[src/rtl/fifo_serializer.sv]
// Drains a show-ahead FIFO one word at a time and transmits each word LSB-first
// as a bit stream over valid/ready, with a last-bit marker and a wrapping word count.
module fifo_serializer #(
    parameter int DATA_W = 4,
    parameter int CNT_W  = 8
) (
    input  logic              clk,
    input  logic              reset,
    input  logic              empty_i,
    input  logic [DATA_W-1:0] pop_data_i,
    output logic              pop_o,
    input  logic              ser_ready_i,
    output logic              ser_valid_o,
    output logic              ser_data_o,
    output logic              ser_last_o,
    output logic              busy_o,
    output logic [CNT_W-1:0]  words_o
);

    localparam int BC_W = (DATA_W > 1) ? $clog2(DATA_W) : 1;
    localparam logic [BC_W-1:0] LAST_IDX = BC_W'(DATA_W - 1);

    typedef enum logic {
        IDLE  = 1'b0,
        SHIFT = 1'b1
    } state_t;

    state_t            state_q, state_d;
    logic [DATA_W-1:0] shift_q, shift_d;
    logic [BC_W-1:0]   bit_cnt_q, bit_cnt_d;
    logic [CNT_W-1:0]  words_q, words_d;
    logic              is_last;

    assign is_last = (bit_cnt_q == LAST_IDX);
    assign words_o = words_q;

    always_ff @(posedge clk or posedge reset) begin
        if (reset) begin
            state_q   <= IDLE;
            shift_q   <= '0;
            bit_cnt_q <= '0;
            words_q   <= '0;
        end else begin
            state_q   <= state_d;
            shift_q   <= shift_d;
            bit_cnt_q <= bit_cnt_d;
            words_q   <= words_d;
        end
    end

    always_comb begin
        state_d     = state_q;
        shift_d     = shift_q;
        bit_cnt_d   = bit_cnt_q;
        words_d     = words_q;
        pop_o       = 1'b0;
        ser_valid_o = 1'b0;
        ser_data_o  = 1'b0;
        ser_last_o  = 1'b0;
        busy_o      = 1'b0;
        case (state_q)
            IDLE: begin
                // The reset term keeps pop low while reset is still asserted.
                if (!empty_i && !reset) begin
                    pop_o     = 1'b1;
                    shift_d   = pop_data_i;
                    bit_cnt_d = '0;
                    state_d   = SHIFT;
                end
            end
            SHIFT: begin
                ser_valid_o = 1'b1;
                ser_data_o  = shift_q[0];
                ser_last_o  = is_last;
                busy_o      = 1'b1;
                if (ser_ready_i) begin
                    if (!is_last) begin
                        shift_d   = {1'b0, shift_q[DATA_W-1:1]};
                        bit_cnt_d = bit_cnt_q + BC_W'(1);
                    end else begin
                        words_d = words_q + CNT_W'(1);
                        // Reload on the last-bit handshake so consecutive words leave no gap.
                        if (!empty_i) begin
                            pop_o     = 1'b1;
                            shift_d   = pop_data_i;
                            bit_cnt_d = '0;
                        end else begin
                            state_d = IDLE;
                        end
                    end
                end
            end
            default: state_d = IDLE;
        endcase
    end

endmodule

[config.mk]
export PLATFORM = sky130hd
export DESIGN_NAME = fifo_serializer
export DESIGN_NICKNAME = d
export VERILOG_FILES = /design/src/rtl/fifo_serializer.sv
export SDC_FILE = /design/constraint.sdc
export NUM_CORES = 1
export LEC_CHECK = 0
export BUFFER_PORTS_ARGS = -buffer_cell sky130_fd_sc_hd__clkbuf_2
export CAP_MARGIN = 25
export CORE_MARGIN = 4
export CORE_UTILIZATION = 35
export CTS_BUF_LIST = sky130_fd_sc_hd__clkbuf_8 sky130_fd_sc_hd__clkbuf_16
export CTS_CLUSTER_DIAMETER = 30
export DETAILED_ROUTE_END_ITERATION = 16
export HOLD_SLACK_MARGIN = 0.15
export PLACE_DENSITY = 0.67
export SYNTH_ARGS = -nofsm -noshare
export SYNTH_HDL_FRONTEND = slang
export SYNTH_SLANG_ARGS = --single-unit
[constraint.sdc]
create_clock -name clk -period 1.4 [get_ports clk]
set_input_delay 0.21 -clock clk [delete_from_list [all_inputs] [get_ports clk]]
set_output_delay 0.21 -clock clk [all_outputs]
set_load 0.05 [all_outputs]
==> results.txt <==
main combinational cell family by area after synthesis: simple AND/OR/NAND/NOR gates
number of cells traversed by the worst register-to-register path: 5
Slowest Stage Delay on Critical Path: 0.40 ns
Worst Hold Class: primary input to register
biggest area contributors in the synthesized netlist: dfrtp_1, mux2_2, mux2_4, xor2_1, ha_1
HPWL after DPL: 1170 um
met3 track demand over resource in global routing: 4.60%
failing checks: negative setup slack
weighted congestion at the end of routability-driven global placement: 0.712
maximum clock path buffer count: 2
count of cells along the worst hold path: 3
global-route wire length before repair: 2990 um
worst supply voltage drop on vdd: 0.00108 V
height of the chip: 56.5 um
clock root buffer: clkbuf_8
global-route layer with the greatest usage: met2
setup repair after global routing missed its margin: true
endpoint class of the critical path: register
placeable core region: 2230 sq um
Storage cell area: 377 sq um
area of the die: 3200 sq um
count of inserted antenna diode cells: 0
number of nets in the synthesized netlist: 78
fraction of the yosys area taken by sequential cells: 45.5%
Worst setup SP type: register
pin count of the biggest net entering global routing: 16
filler-free cell count of the finished design: 129
Max Transition Viols Final: 0
global-route track usage on met1: 13.3%
arrival time at the worst endpoint: 1.65 ns
Slowest-stage cell, CP: dfrtp_1
total detailed-routing wirelength: 1760 um
vias in the first global route: 684
result of the run: complete, but fails checks
maximum fanout count along the critical path: 4
number of fill cells: 206
instance count of the mapped netlist: 67
leading post-synthesis cells by instance count: dfrtp_1, mux2_2, nor2_1, xor2_1
Mapped Area: 825 sq um
most numerous cell in the Yosys netlist: dfrtp_1
Clk pin slew, worst setup/hold paths: 0.06 ns
data required time at the worst endpoint: 1.53 ns
post-synthesis adder-cell area fraction: 4.55%
smallest setup slack after layout: -0.118 ns
number of placement rows: 17
Starting DRT DRC Count: 3
H-tree Lvls: 1
GR Util met2: 21.0%
worst hold slack: 0.214 ns
async set-reset flop share out of synthesis: 100%
detail-routed net length per standard cell: 13.6 um
final cycle utilization of the critical path: 108%
power density over the cells: 2110 nW/um^2
portion of synthesized cell area occupied by the leading cell type: 45.5%
length of the first detailed-routing pass in iterations: 2
multiplexer share of the synthesized area: 13.5%
number of flip-flops and latches in the synthesized netlist: 15
Die Span X: 56.5 um
total of max-cap violations: 0
share of cells above drive strength 1: 58.4%
TritonCTS clock tree: built
number of remaining DRC errors: 0
type of the setup path with the least slack: register to register
fraction of the mapped netlist area in simple logic gates: 19.6%
number of placed instances with taps included: 117
clock latency of the later-clocked register in the worst-skew pair: 0.24 ns
post-route antenna net violation count: 0
hold violation total from the final report: 0
post-synthesis compound-gate area fraction: 5.77%
minimum period implied by the final worst setup slack: 1.52 ns
number of nets in the finished design: 113
worst relative slew slack: 60.9%
antenna violations before repair: 0
global route overflow: 0
area added between synthesis and finish: 41.3%
number of ports placed on the die boundary: 21
biggest area consumer among synthesized cells: dfrtp_1
crit path cell chain: buf_6 > ha_4 > nand2b_4 > mux2_4 > mux2_2
number of port buffers: 20
total via count in the routed design: 631
dominant register cell in the synthesized netlist: dfrtp_1
global router's overall resource usage: 12.0%
number of enable-type register cells in the synthesized netlist: 0
average instance area after synthesis: 12.3 sq um
parity-gate share of the synthesized area counting xor and xnor cells: 7.44%
actual slew at the worst max-slew pin: 0.585 ns
Initial Util: 36.9%
yosys synthesis warning count: 0
Worst Clk Skew: 0.00134 ns
number of buffers created by CTS: 3
multi-input combinational cell area: 475 sq um
Highest Clock Rate: 659 MHz
vias per inst: 4.89
distinct cell type count of the synthesized netlist: 24
total of endpoints with negative setup slack in the final report: 5
leakage component of the power: 0.584 nW
number of clock sinks: 15
## cells by family (layout without fill, tap and decap cells)
logic type | Yosys count | count (layout)
xor+xnor | 7 | 7
mux | 9 | 9
flops | 15 | 15
compound gates | 5 | 5
buf+inv | 5 | 39
simple gates | 23 | 23
fa+ha+maj | 3 | 3
## flip-flops by register name, indices dropped and copies added (netlist names)
signal and cells:
bit_cnt_q 2, shift_q 4, state_q 1, words_o 8
## power by group
group | internal [mW] | total, mW | switching, mW | leakage, nW
logic | 0.639 | 1.39 | 0.753 | 0.365
clock network | 0.194 | 0.346 | 0.152 | 0.0269
registers | 0.577 | 0.724 | 0.147 | 0.191
total | 1.41 | 2.46 | 1.05 | 0.584
## final timing paths
check | startpoint | endpoint | slack [ns]
min reg2reg | words_o[7]$_DFFE_PP0P_ | words_o[7]$_DFFE_PP0P_ | 0.47
min in group asynchronous | reset | words_o[1]$_DFFE_PP0P_ | 0.62
max | bit_cnt_q[0]$_DFFE_PP0P_ | shift_q[2]$_DFFE_PP0P_ | -0.12
max in group asynchronous | reset | state_q$_DFF_PP0_ | 0.37
min | pop_data_i[3] | shift_q[3]$_DFFE_PP0P_ | 0.21
max reg2reg | bit_cnt_q[0]$_DFFE_PP0P_ | shift_q[2]$_DFFE_PP0P_ | -0.12
## through the flow
step           setup WS [ns]  util [%]  cell area, sq um  power (mW)  setup TNS (ns)
6_report              -0.118      52.2              1160        2.46          -0.478
5_1_grt               -0.166      52.2              1160        2.60          -0.780
4_1_cts               -0.118      50.9              1140        2.41          -0.483
3_5_place_dp         -0.0452      44.4               992        1.88          -0.142
3_3_place_gp         -0.0152      44.4               992        1.85         -0.0443
2_1_floorplan        -0.0192         -               846        1.63         -0.0576
## cell type report
cell class	instances	area share [%]
inverters	3	0.967
clock buffers	3	3.54
flip-flops and latches	15	32.3
clock inverters	1	0.322
multi-input cells	47	40.8
repair buffers	32	19.0
well taps	28	3.01
## placed cells by master (no fill, tap or decap), drive strengths merged
cell type,count
and2,2
nand2,5
mux2,8
a31oi,2
dfrtp,15
xor2,5
and3,1
buf,11
dlygate4sd3,1
nor2,5
mux2i,1
nand2b,1
a21bo,1
xnor2,2
ha,3
nor3,3
nand3,1
clkbuf,23
nand4,5
o21ai,2
inv,4
## critical path, delay by kind of cell, from the launching register on
family | cells | cell delay [ns]
flops | 1 | 0.40
simple gates | 1 | 0.16
fa+ha+maj | 1 | 0.15
mux | 2 | 0.56
buf+inv | 1 | 0.13
## layer usage
metal	part of all wire, %	up-vias	wire, um
li1	-	300	-
met2	51	19	894
met5	0	-	0
met3	6.1	4	107
met4	1.4	0	25
met1	41	308	729
## what timing repair did
item / 4_1_cts / 5_1_grt
setup buffers: 5 / 2
gates resized for setup: 12 / 3
hold endpoints to repair: 15 / 0
hold buffers: 1 / 0
setup endpoints to repair: 9 / 9
pin swaps: 2 / 1
(Power assumes the default switching activity.)
